[config.mk]
export PLATFORM = sky130hd
export DESIGN_NAME = mem_responder
export DESIGN_NICKNAME = d
export VERILOG_FILES = /design/src/rtl/mem_responder.sv
export SDC_FILE = /design/constraint.sdc
export NUM_CORES = 1
export LEC_CHECK = 0
export CAP_MARGIN = 0
export CORE_UTILIZATION = 49
export CTS_BUF_LIST = sky130_fd_sc_hd__clkbuf_8
export CTS_CLUSTER_SIZE = 8
export DETAILED_ROUTE_END_ITERATION = 6
export PLACE_DENSITY = 0.87
export SETUP_SLACK_MARGIN = 0.2
export SLEW_MARGIN = 20
export SYNTH_ARGS = -nofsm -noshare
export SYNTH_HDL_FRONTEND = slang
export SYNTH_SLANG_ARGS = --single-unit
[constraint.sdc]
create_clock -name clk -period 2.75 [get_ports clk]
set_input_delay 0.4125 -clock clk [delete_from_list [all_inputs] [get_ports clk]]
set_output_delay 0.4125 -clock clk [all_outputs]
set_load 0.03 [all_outputs]
[src/rtl/mem_responder.sv]
// mem_responder -- single-port memory request responder.
//
// Accepts one-cycle read/write strobes from a CPU-style master and either
// forwards them to an external synchronous RAM or serves them from a small
// I/O block. Completion is signalled with a one-cycle memReady pulse.
//
// Ports:
//   clk         rising-edge clock
//   reset       asynchronous active-low reset
//   memRead     read strobe (one cycle)
//   memWrite    write strobe (one cycle); wins if memRead is also high
//   memAdr      request address
//   memDataIn   write data
//   memDataOut  registered read data, updated only on read completion
//   memReady    one-cycle completion pulse (high only in RESP)
//   reqDropped  sticky flag: a strobe arrived while busy (cleared by reset)
//   ramAdr      registered RAM word address
//   ramWe       registered RAM write enable (high only in WR)
//   ramDin      registered RAM write data
//   ramDout     RAM read data, valid one edge after ramAdr is sampled
//   switches    asynchronous board inputs (2-flop synchronized)
//   leds        LED register
//
// I/O map (addresses >= IO_BASE):
//   IO_BASE+0  switches (read only; writes acknowledged and ignored)
//   IO_BASE+1  leds (read/write)
//   IO_BASE+2  free-running cycle counter, present only when the macro
//              MEM_RESP_TIMER_EN is defined; otherwise reads 0
//   others     read 0, writes acknowledged and ignored

module mem_responder #(
  parameter int               WIDTH     = 16,
  parameter int               ADDR_BITS = 12,
  parameter logic [WIDTH-1:0] IO_BASE   = 16'hFF00
) (
  input  logic                 clk,
  input  logic                 reset,
  input  logic                 memRead,
  input  logic                 memWrite,
  input  logic [WIDTH-1:0]     memAdr,
  input  logic [WIDTH-1:0]     memDataIn,
  output logic [WIDTH-1:0]     memDataOut,
  output logic                 memReady,
  output logic                 reqDropped,
  output logic [ADDR_BITS-1:0] ramAdr,
  output logic                 ramWe,
  output logic [WIDTH-1:0]     ramDin,
  input  logic [WIDTH-1:0]     ramDout,
  input  logic [WIDTH-1:0]     switches,
  output logic [WIDTH-1:0]     leds
);

  typedef enum logic [2:0] {
    IDLE    = 3'd0,
    RD_WAIT = 3'd1,
    RD_CAP  = 3'd2,
    WR      = 3'd3,
    RESP    = 3'd4
  } state_t;

  localparam logic [WIDTH-1:0] OFF_SW  = WIDTH'(2'd0);
  localparam logic [WIDTH-1:0] OFF_LED = WIDTH'(2'd1);
  localparam logic [WIDTH-1:0] OFF_CNT = WIDTH'(2'd2);

  state_t           state_r;
  logic [WIDTH-1:0] sync1_r;
  logic [WIDTH-1:0] sync2_r;
  logic             strobe_s;
  logic             is_io_s;
  logic [WIDTH-1:0] io_off_s;
  logic [WIDTH-1:0] io_rdata_s;
  logic [WIDTH-1:0] cnt_rd_s;

`ifdef MEM_RESP_TIMER_EN
  logic [WIDTH-1:0] cnt_r;
  logic             cnt_load_s;

  // Counter load happens only for an accepted I/O write to the counter slot
  always_comb begin
    if ((state_r == IDLE) && memWrite && is_io_s && (io_off_s == OFF_CNT)) begin
      cnt_load_s = 1'b1;
    end else begin
      cnt_load_s = 1'b0;
    end
  end

  // Free-running cycle counter; a load takes priority over the increment
  always_ff @(posedge clk or negedge reset) begin
    if (!reset) begin
      cnt_r <= '0;
    end else if (cnt_load_s) begin
      cnt_r <= memDataIn;
    end else begin
      cnt_r <= cnt_r + WIDTH'(1'b1);
    end
  end

  assign cnt_rd_s = cnt_r;
`else
  assign cnt_rd_s = '0;
`endif

  // Request decode and I/O read multiplexer
  always_comb begin
    strobe_s = memRead | memWrite;
    is_io_s  = (memAdr >= IO_BASE);
    // Offset is only meaningful when is_io_s; wraps harmlessly otherwise
    io_off_s = memAdr - IO_BASE;
    case (io_off_s)
      OFF_SW:  io_rdata_s = sync2_r;
      OFF_LED: io_rdata_s = leds;
      OFF_CNT: io_rdata_s = cnt_rd_s;
      default: io_rdata_s = '0;
    endcase
  end

  // Two-flop synchronizer for the asynchronous switch inputs
  always_ff @(posedge clk or negedge reset) begin
    if (!reset) begin
      sync1_r <= '0;
      sync2_r <= '0;
    end else begin
      sync1_r <= switches;
      sync2_r <= sync1_r;
    end
  end

  // Transaction FSM with all outputs registered
  always_ff @(posedge clk or negedge reset) begin
    if (!reset) begin
      state_r    <= IDLE;
      memDataOut <= '0;
      memReady   <= 1'b0;
      reqDropped <= 1'b0;
      ramAdr     <= '0;
      ramWe      <= 1'b0;
      ramDin     <= '0;
      leds       <= '0;
    end else begin
      // memReady and ramWe are pulses tied to entering RESP / WR
      memReady <= 1'b0;
      ramWe    <= 1'b0;
      if ((state_r != IDLE) && strobe_s) begin
        reqDropped <= 1'b1;
      end
      case (state_r)
        IDLE: begin
          if (memWrite) begin
            if (is_io_s) begin
              if (io_off_s == OFF_LED) begin
                leds <= memDataIn;
              end
              memReady <= 1'b1;
              state_r  <= RESP;
            end else begin
              ramAdr  <= memAdr[ADDR_BITS-1:0];
              ramDin  <= memDataIn;
              ramWe   <= 1'b1;
              state_r <= WR;
            end
          end else if (memRead) begin
            if (is_io_s) begin
              memDataOut <= io_rdata_s;
              memReady   <= 1'b1;
              state_r    <= RESP;
            end else begin
              ramAdr  <= memAdr[ADDR_BITS-1:0];
              state_r <= RD_WAIT;
            end
          end else begin
            state_r <= IDLE;
          end
        end
        // RAM samples ramAdr on this edge; data is ready on the next one
        RD_WAIT: state_r <= RD_CAP;
        RD_CAP: begin
          memDataOut <= ramDout;
          memReady   <= 1'b1;
          state_r    <= RESP;
        end
        WR: begin
          memReady <= 1'b1;
          state_r  <= RESP;
        end
        RESP:    state_r <= IDLE;
        default: state_r <= IDLE;
      endcase
    end
  end

endmodule
Word level (Yosys, flattened, before mapping)
Cells that the tools add are included.
Widths: inputs -> output; s select.
{ "totals": {"reg_bits": 98, "latchBits": 0, "ramBits": 0, "mem_bits_ro": 0, "inputBits": 68, "out_inout_bits": 63, "wordCells": 52, "mem_count": 0} }
{ "op_classes": {"addsub": 1, "n_mul": 0, "div": 0, "n_lt_le_gt_ge": 1, "eq_ne": 7, "shifts": 0, "n_mux": 20, "bitwise": 2, "reduce_logical": 11} }
{ "ops": {"columns": ["operator", "count"], "rows": [
  ["$pmux 16 s2", 2],
  ["$mux 16", 3],
  ["$mux 12", 3],
  ["$eq 16x1->1 const B", 1],
  ["$ge 16x16->1 const B", 1],
  ["$logic_not 16->1", 1],
  ["$sub 16x16->16 const B", 1],
  ["$mux 3", 4],
  ["$pmux 3 s3", 1],
  ["$reduce_and 4->1", 2],
  ["$eq 3x2->1 const B", 2],
  ["$mux 1", 6],
  ["$ne 2x2->1 const B", 3],
  ["$reduce_bool 2->1", 2],
  ["$eq 3x1->1 const B", 1],
  ["$logic_not 3->1", 1],
  ["$reduce_and 3->1", 1],
  ["$reduce_bool 3->1", 1],
  ["$pmux 1 s2", 1],
  ["$reduce_and 2->1", 1],
  ["$reduce_or 2->1", 1],
  ["$logic_and 1x1->1", 1],
  ["$not 1->1", 1],
  ["$or 1x1->1", 1]
]} }

Logic depth before layout (Yosys ltp)
Gate-level depths: netlist (run 1).
{ "depth": {"ltp_word": 7, "depth_mapped": 6, "mapped_depth_nobuf": 4} }

Least setup slack after synthesis (run 1)
Ideal clock, no wire load.
{ "synth_path": {"kind": "in2reg", "from": "in memAdr[11]", "to": "reg ramAdr[10]", "setup_ns": 0.125, "arrival_time_ns": 1.561, "t_required_ns": 2.625, "setup_slack_ns": 1.064, "cell_stages": 6, "cell_sequence": "and4_1 buf_2 a21boi_2 o21ai_1 buf_2 mux2_2"} }
{ "synth_via": {"elab_chain_len": 4} }
{ "synth_rtl": {"columns": ["item", "line_no", "source"], "rows": [
  ["from (decl)", "40", "input logic [WIDTH-1:0] memAdr,"],
  ["$ge 16x16->1 (*)", "106", "is_io_s = (memAdr >= IO_BASE);"],
  ["$mux 12 (*)", null, null],
  ["$mux 12", null, null],
  ["$mux 12 (*)", null, null],
  ["to (signal assigned)", "156", "ramAdr <= memAdr[ADDR_BITS-1:0];"],
  ["to (signal assigned)", "167", "ramAdr <= memAdr[ADDR_BITS-1:0];"],
  ["to (decl)", "45", "output logic [ADDR_BITS-1:0] ramAdr,"]
]} }
Every way passes the cells marked *; elsewhere a longest branch is shown, timed or not. The select of a mux whose other input is x is not followed.
A chain may end at the register's enable or synchronous reset.

Worst setup path after layout (run 1)
{ "layout_path": {"from": "in memAdr[15]", "to": "reg leds[2]"} }
{ "layout_via": {"elab_chain_len": 3, "word_cells_on_any_way": 4} }
{ "layout_rtl": {"columns": ["item", "line_no", "source"], "rows": [
  ["$sub 16x16->16", "108", "io_off_s = memAdr - IO_BASE;"],
  ["$eq 16x1->1", "150", "if (io_off_s == OFF_LED) begin"],
  ["$reduce_and 4->1 (no source line) (*)", null, null],
  ["to (signal assigned)", "151", "leds <= memDataIn;"],
  ["to (decl)", "50", "output logic [WIDTH-1:0] leds"]
]} }
Every way passes the cells marked *; elsewhere a longest branch is shown, timed or not.

==> summary.txt, run 1 <==
Cells and area
  – Number of diodes: 0
  – Final net count: 430
  – Commonest cells after routing, fill and taps aside: 129 x clkdlybuf4s50_1, 98 x dfrtp_1, 34 x mux2_2
  – Filler cells: 457
  – Area grow syn2layout: 45.2%
  – Most common cell after layout, fill and taps aside: clkdlybuf4s50_1
  – Area occupied by multi-input gates: 1070 um^2
  – Share of cells above drive strength 1: 0.196
  – Register Area: 2450 um^2

Worst hold path
  – HP Class: in -> async

GRT
  – Largest net degree at the start of global routing: 55
  – Total track usage: 0.220
  – GRT overflow: 0
  – First-pass GRT wire length: 12,200 um
  – Vias in the first global route: 2,482
  – Antenna violations before repair: 0

Logic synthesis
  – Yosys warnings: 0
  – Mapped cell area: 3580 um^2
  – Distinct cells, synth: 31
  – Post-synthesis simple-gate area fraction: 0.0374
  – Post-synthesis mux area share: 0.194
  – XOR/XNOR share of the synthesized area: 0
  – Syn_area_per_cell: 15.9 um^2
  – #FFs+latches synth: 98
  – Post-Synth Adder-Cell Area: 0
  – Net Count, Synth: 293
  – Ys async rst share: 1.00
  – Largest family of logic cells by synthesized area: multiplexers
  – Compound-Gate Fraction of Synth Area: 0.0689
  – EDFF count, synth: 0
  – Mapped Cells: 225
  – Synth Flop Type: dfrtp_1
  – Sequential share of the synthesized area: 0.685

Run status
  – Run status: finished, final reports clean

Clocking
  – # H-tree levels: 3
  – Root Buffer: clkbuf_8
  – CTS Buf Count: 9
  – Clock latency on the worst-skew pair: 0.35 ns
  – CTS sink cnt: 98
  – TritonCTS clock tree: built
  – CTS resizes: 0
  – CTS Buffer Depth: 2
  – Worst-path clk slew: 0.10 ns
  – Post-CTS setup buffer count: 0
  – Hold_buf cts: 0

Die
  – Initial Util: 0.518
  – Die extent in x: 87.5 um
  – Core area: 6910 um^2
  – Die ar.: 7650 um^2
  – Std-Cell Rows: 30
  – Die height: 87.5 um
  – IO Count: 131

STA
  – RSZ-0062 raised after global routing: no
  – Slew of the pin with the lowest slew margin: 0.901 ns
  – Clock Skews: 0.0124 ns
  – Peak Freq: 488 MHz
  – Period utilisation layout: 0.745
  – Min Tclk post-route: 2.05 ns
  – Slew Limit Fails: 0
  – Setup violations, final: 0
  – Final Hold Vio Count: 0
  – Setup TNS: 0 ns
  – Slew headroom: 0.399

Worst setup path
  – Origin of the critical flop-to-flop path: state_r[2]$_DFF_PN0_
  – CP endpoint kind: flop
  – WP data required: 2.98 ns
  – Crit path DAT: 2.28 ns
  – Capturing point of the worst reg2reg path: leds[2]$_DFFE_PN0P_
  – Type of origin of the critical path: input pin
  – R2r worst-path depth: 4
  – Worst R2R Setup Slack: 0.79 ns
  – Crit Path Category: in -> reg
  – Critical path fanouts, max: 16

Power and ir drop
  – Flop pwr share: 0.392
  – Internal Power: 3.28 mW
  – Clock share of power: 0.173
  – IR drop worst, VDD: 0.594 mV
  – Static leakage: 2.29 nW
  – Sw Ratio: 0.366
  – Combinational Power Share: 0.434
  – Cell Pwr Density: 996 nW/um^2
  – Pwr Total: 5.17 mW
  – Psw: 1.89 mW

Run
  – Max Cap Viol: 0

Place
  – Placer Congestion: 0.762
  – DP HPWL: 5600 um
  – IO buf count: 130

Drt
  – Drt wl/cell: 17.0 um
  – DR DRC count: 0
  – Routed Antenna Nets: 0
  – Routed vias/inst: 5.14
  – DRT Pass-1 Iters: 4
  – Total Routed Length: 7880 um
  – Via count: 2,378
  – 1st-iter DRT viols: 61
cell type report:
cell class,instances,area share
Clock inverter,7,0.0135
Clock buffer,9,0.0238
Inverter,2,0.00144
Sequential cell,98,0.472
Multi-Input combinational cell,116,0.207
Timing Repair Buffer,135,0.260
Tap cell,96,0.0231
power by group through the flow:
| stage | Sequential (mW) | Combinational [mW] | Clock [mW] |
|---|---|---|---|
| after floorplan | 2.71 | 0.606 | 0 |
| after global placement | 2.03 | 2.23 | 0 |
| after detailed placement | 2.06 | 2.26 | 0 |
| after CTS | 2.03 | 2.27 | 0.912 |
| after global routing | 2.07 | 2.37 | 0.975 |
| final | 2.03 | 2.25 | 0.896 |
per-layer routing:
metal,vias up,wire (um),GRT usage
met3,14,396,0.0464
met1,1197,3090,0.253
met4,0,174,0.112
li1,1088,-,-
met5,-,0,0
met2,79,4220,0.389
cells in the mapped netlist, types with 2 or more instances:
cell,instances,area [um^2]
mux2_2,34,383
nor2_1,5,18.8
and4_1,2,17.5
mux2i_1,16,160
dfrtp_1,98,2450
buf_2,4,20.0
mux2_4,10,150
clkbuf_1,3,11.3
nand2_1,2,7.51
o21ai_0,15,75.1
a22oi_1,15,113
inv_1,2,7.51
worst max-delay path by stage:
stage,startpoint,end,cells after the start
after floorplan,memAdr[11],ramAdr[10]$_DFFE_PN0P_,6
after detailed placement,memAdr[1],leds[4]$_DFFE_PN0P_,5
after CTS,memAdr[1],leds[2]$_DFFE_PN0P_,5
after global placement,memAdr[1],leds[7]$_DFFE_PN0P_,5
after global routing,memAdr[11],memDataOut[7]$_DFFE_PN0P_,5
final,memAdr[15],leds[2]$_DFFE_PN0P_,5
sequential cells by signal, indices dropped and copies added, names as in the netlist:
register	flops
ramDin	16
ramAdr	12
memReady	1
reqDropped	1
sync1_r	16
ramWe	1
sync2_r	16
leds	16
memDataOut	16
state_r	3
worst max-delay path, stage by stage:
cell and delay [ns]:
clkdlybuf4s50_1 0.45, and4_1 0.32, and4_4 0.28, nand4_4 0.37
mux2_4 0.45
cells by family (layout without fill, tap and decap cells):
logic type             Yosys count  in the layout
buffers and inverters           11            153
flip-flops                      98             98
AND/OR/NAND/NOR                 19             19
multiplexers                    60             60
AO/OA/AOI/OAI                   37             37
per-stage QoR:
step | utilization | hold WS (ns) | setup WS (ns) | instance area, um^2 | std cells
6_report | 0.752 | 0.0811 | 0.701 | 5200 | 463
5_1_grt | 0.752 | 0.137 | 0.603 | 5200 | 463
4_1_cts | 0.752 | 0.101 | 0.719 | 5200 | 463
3_5_place_dp | 0.724 | 0.335 | 0.352 | 5000 | 447
3_3_place_gp | 0.724 | 0.332 | 0.373 | 5000 | 447
2_1_floorplan | - | 0.117 | 1.06 | 3580 | 225
(Power assumes the default switching activity.)
==> run 2: changes to the inputs <==
- CORE_UTILIZATION: 49 -> 41
- PLACE_DENSITY: 0.87 -> 0.78
- clock period: 2.75 -> 1.8 ns (I/O delays scaled with it)
==> summary.txt, run 2 (synthesized netlist as in run 1, its figures left out) <==
Run status
  – Run status: finished, final reports clean

Worst setup path
  – Buf/Inv on CP: 1
  – Crit path DAT: 1.88 ns
  – CP endpoint kind: flop
  – Type of origin of the critical path: flop
  – Critical path fanouts, max: 5
  – CP cell instances: nor3_4 -> and4_4 -> nand4_4 -> clkbuf_16 -> mux2_4
  – Critical path's slowest cell: dfrtp_2
  – Crit Path Category: reg -> reg
  – Largest stage delay, worst path: 0.47 ns
  – CP top delay family: simple AND/OR/NAND/NOR gates
  – WP data required: 2.04 ns

Die
  – Initial Util: 0.429
  – Die height: 95.4 um
  – Die extent in x: 95.4 um
  – Core area: 8340 um^2
  – Std-Cell Rows: 33
  – IO Count: 131
  – Die ar.: 9110 um^2

GRT
  – Total track usage: 0.196
  – GRT overflow: 0
  – Antenna violations before repair: 0
  – Vias in the first global route: 2,521
  – First-pass GRT wire length: 13,100 um
  – Largest net degree at the start of global routing: 49

Power and ir drop
  – Internal Power: 5.03 mW
  – Combinational Power Share: 0.424
  – Sw Ratio: 0.371
  – Cell Pwr Density: 1470 nW/um^2
  – Static leakage: 2.63 nW
  – Psw: 2.96 mW
  – Clock share of power: 0.190
  – Flop pwr share: 0.386
  – IR drop worst, VDD: 0.718 mV

Cells and area
  – Finished Core Util: 0.651
  – Area occupied by multi-input gates: 1120 um^2
  – Area grow syn2layout: 51.8%
  – Number of diodes: 0
  – Final net count: 452
  – Share of cells above drive strength 1: 0.254
  – Most common cell after layout, fill and taps aside: dfrtp_1
  – Commonest cells after routing, fill and taps aside: 96 x dfrtp_1, 66 x dlygate4sd2_1, 63 x clkdlybuf4s50_1
  – Register Area: 2450 um^2
  – Filler cells: 633

STA
  – Final hold slack: 0.317 ns
  – Peak Freq: 611 MHz
  – Setup violations, final: 0
  – Slew of the pin with the lowest slew margin: 0.344 ns
  – Period utilisation layout: 0.909
  – Final Hold Vio Count: 0
  – Min Tclk post-route: 1.64 ns
  – Slew headroom: 0.771
  – Fin worst setup slack: 0.164 ns
  – RSZ-0062 raised after global routing: yes
  – Setup TNS: 0 ns
  – Slew Limit Fails: 0
  – Clock Skews: 0.0180 ns

Clocking
  – CTS Buffer Depth: 2
  – TritonCTS clock tree: built
  – # H-tree levels: 3
  – Root Buffer: clkbuf_8
  – CTS sink cnt: 98
  – CTS Buf Count: 9
  – Clock latency on the worst-skew pair: 0.36 ns
  – Worst-path clk slew: 0.10 ns

Drt
  – DR DRC count: 0
  – Total Routed Length: 8330 um
  – 1st-iter DRT viols: 55
  – Routed Antenna Nets: 0
  – Drt wl/cell: 16.9 um
  – Routed vias/inst: 4.91
  – DRT Pass-1 Iters: 4
  – Via count: 2,427

Run
  – Max Cap Viol: 0

Place
  – Worst slack, placed: -0.280 ns
  – IO buf count: 130
  – DP HPWL: 6100 um
  – Placer Congestion: 0.775

Worst hold path
  – HP Class: in -> reg
-- run 2: cell types whose count changed in the layout (fill, tap and decap cells not counted), sizes merged --
cell and change:
dlygate4sd2 +66, buf +20, clkinvlp -3, dlygate4sd3 +1, bufinv +1, inv +1, clkbuf +1, clkinv +1
clkdlybuf4s50 -66
-- run 2: per-stage QoR --
stage | area (um^2) | power, mW | cells
after floorplan | 3580 | 5.07 | 225
after global placement | 5180 | 6.66 | 471
after detailed placement | 5180 | 6.76 | 471
after CTS | 5400 | 8.00 | 493
after global routing | 5430 | 8.42 | 494
final | 5430 | 7.98 | 494
-- run 2: worst paths after layout --
path | endpoint | slack [ns] | start | depth (start not counted)
worst max-delay path | leds[5]$_DFFE_PN0P_ | 0.16 | state_r[0]$_DFF_PN0_ | 5
worst min-delay path | ramAdr[6]$_DFFE_PN0P_ | 0.32 | memAdr[6] | 2
worst max register to register | leds[5]$_DFFE_PN0P_ | 0.16 | state_r[0]$_DFF_PN0_ | 5
worst min register to register | sync2_r[10]$_DFF_PN0_ | 0.35 | sync1_r[10]$_DFF_PN0_ | 0
max in group asynchronous | leds[13]$_DFFE_PN0P_ | 0.90 | reset | 3
min in group asynchronous | memDataOut[4]$_DFFE_PN0P_ | 0.34 | reset | 2
-- run 2: repair_timing --
action                                  CTS  global route
hold buffers                              1             0
pin swaps                                 3             1
cloned                                    1             1
hold endpoints to repair                 19             0
buffers inserted                          4             0
resized for setup                        73             7
endpoints found under the setup margin   80            49
-- run 2: area by class of cell --
| cell class | count | area share |
|---|---|---|
| Clock buffer | 9 | 0.0228 |
| Clock inverter | 7 | 0.0168 |
| Inverter | 2 | 0.00138 |
| Multi-Input combinational cell | 116 | 0.206 |
| Sequential cell | 98 | 0.452 |
| Tap cell | 105 | 0.0242 |
| Timing Repair Buffer | 157 | 0.277 |
-- run 2: power by group through the flow --
stage	combinational [mW]	sequential [mW]	clock [mW]
global route	3.63	3.15	1.65
floorplan	0.927	4.15	0
CTS	3.35	3.09	1.56
detailed placement	3.61	3.15	0
finish	3.39	3.08	1.52
global placement	3.56	3.11	0
-- run 2: per-layer routing --
layer	up-vias	global-route usage	wire length (um)
met2	67	0.340	4410
met4	0	0.0386	55
met1	1219	0.242	3430
met3	9	0.0606	441
met5	-	0	0
li1	1132	-	-
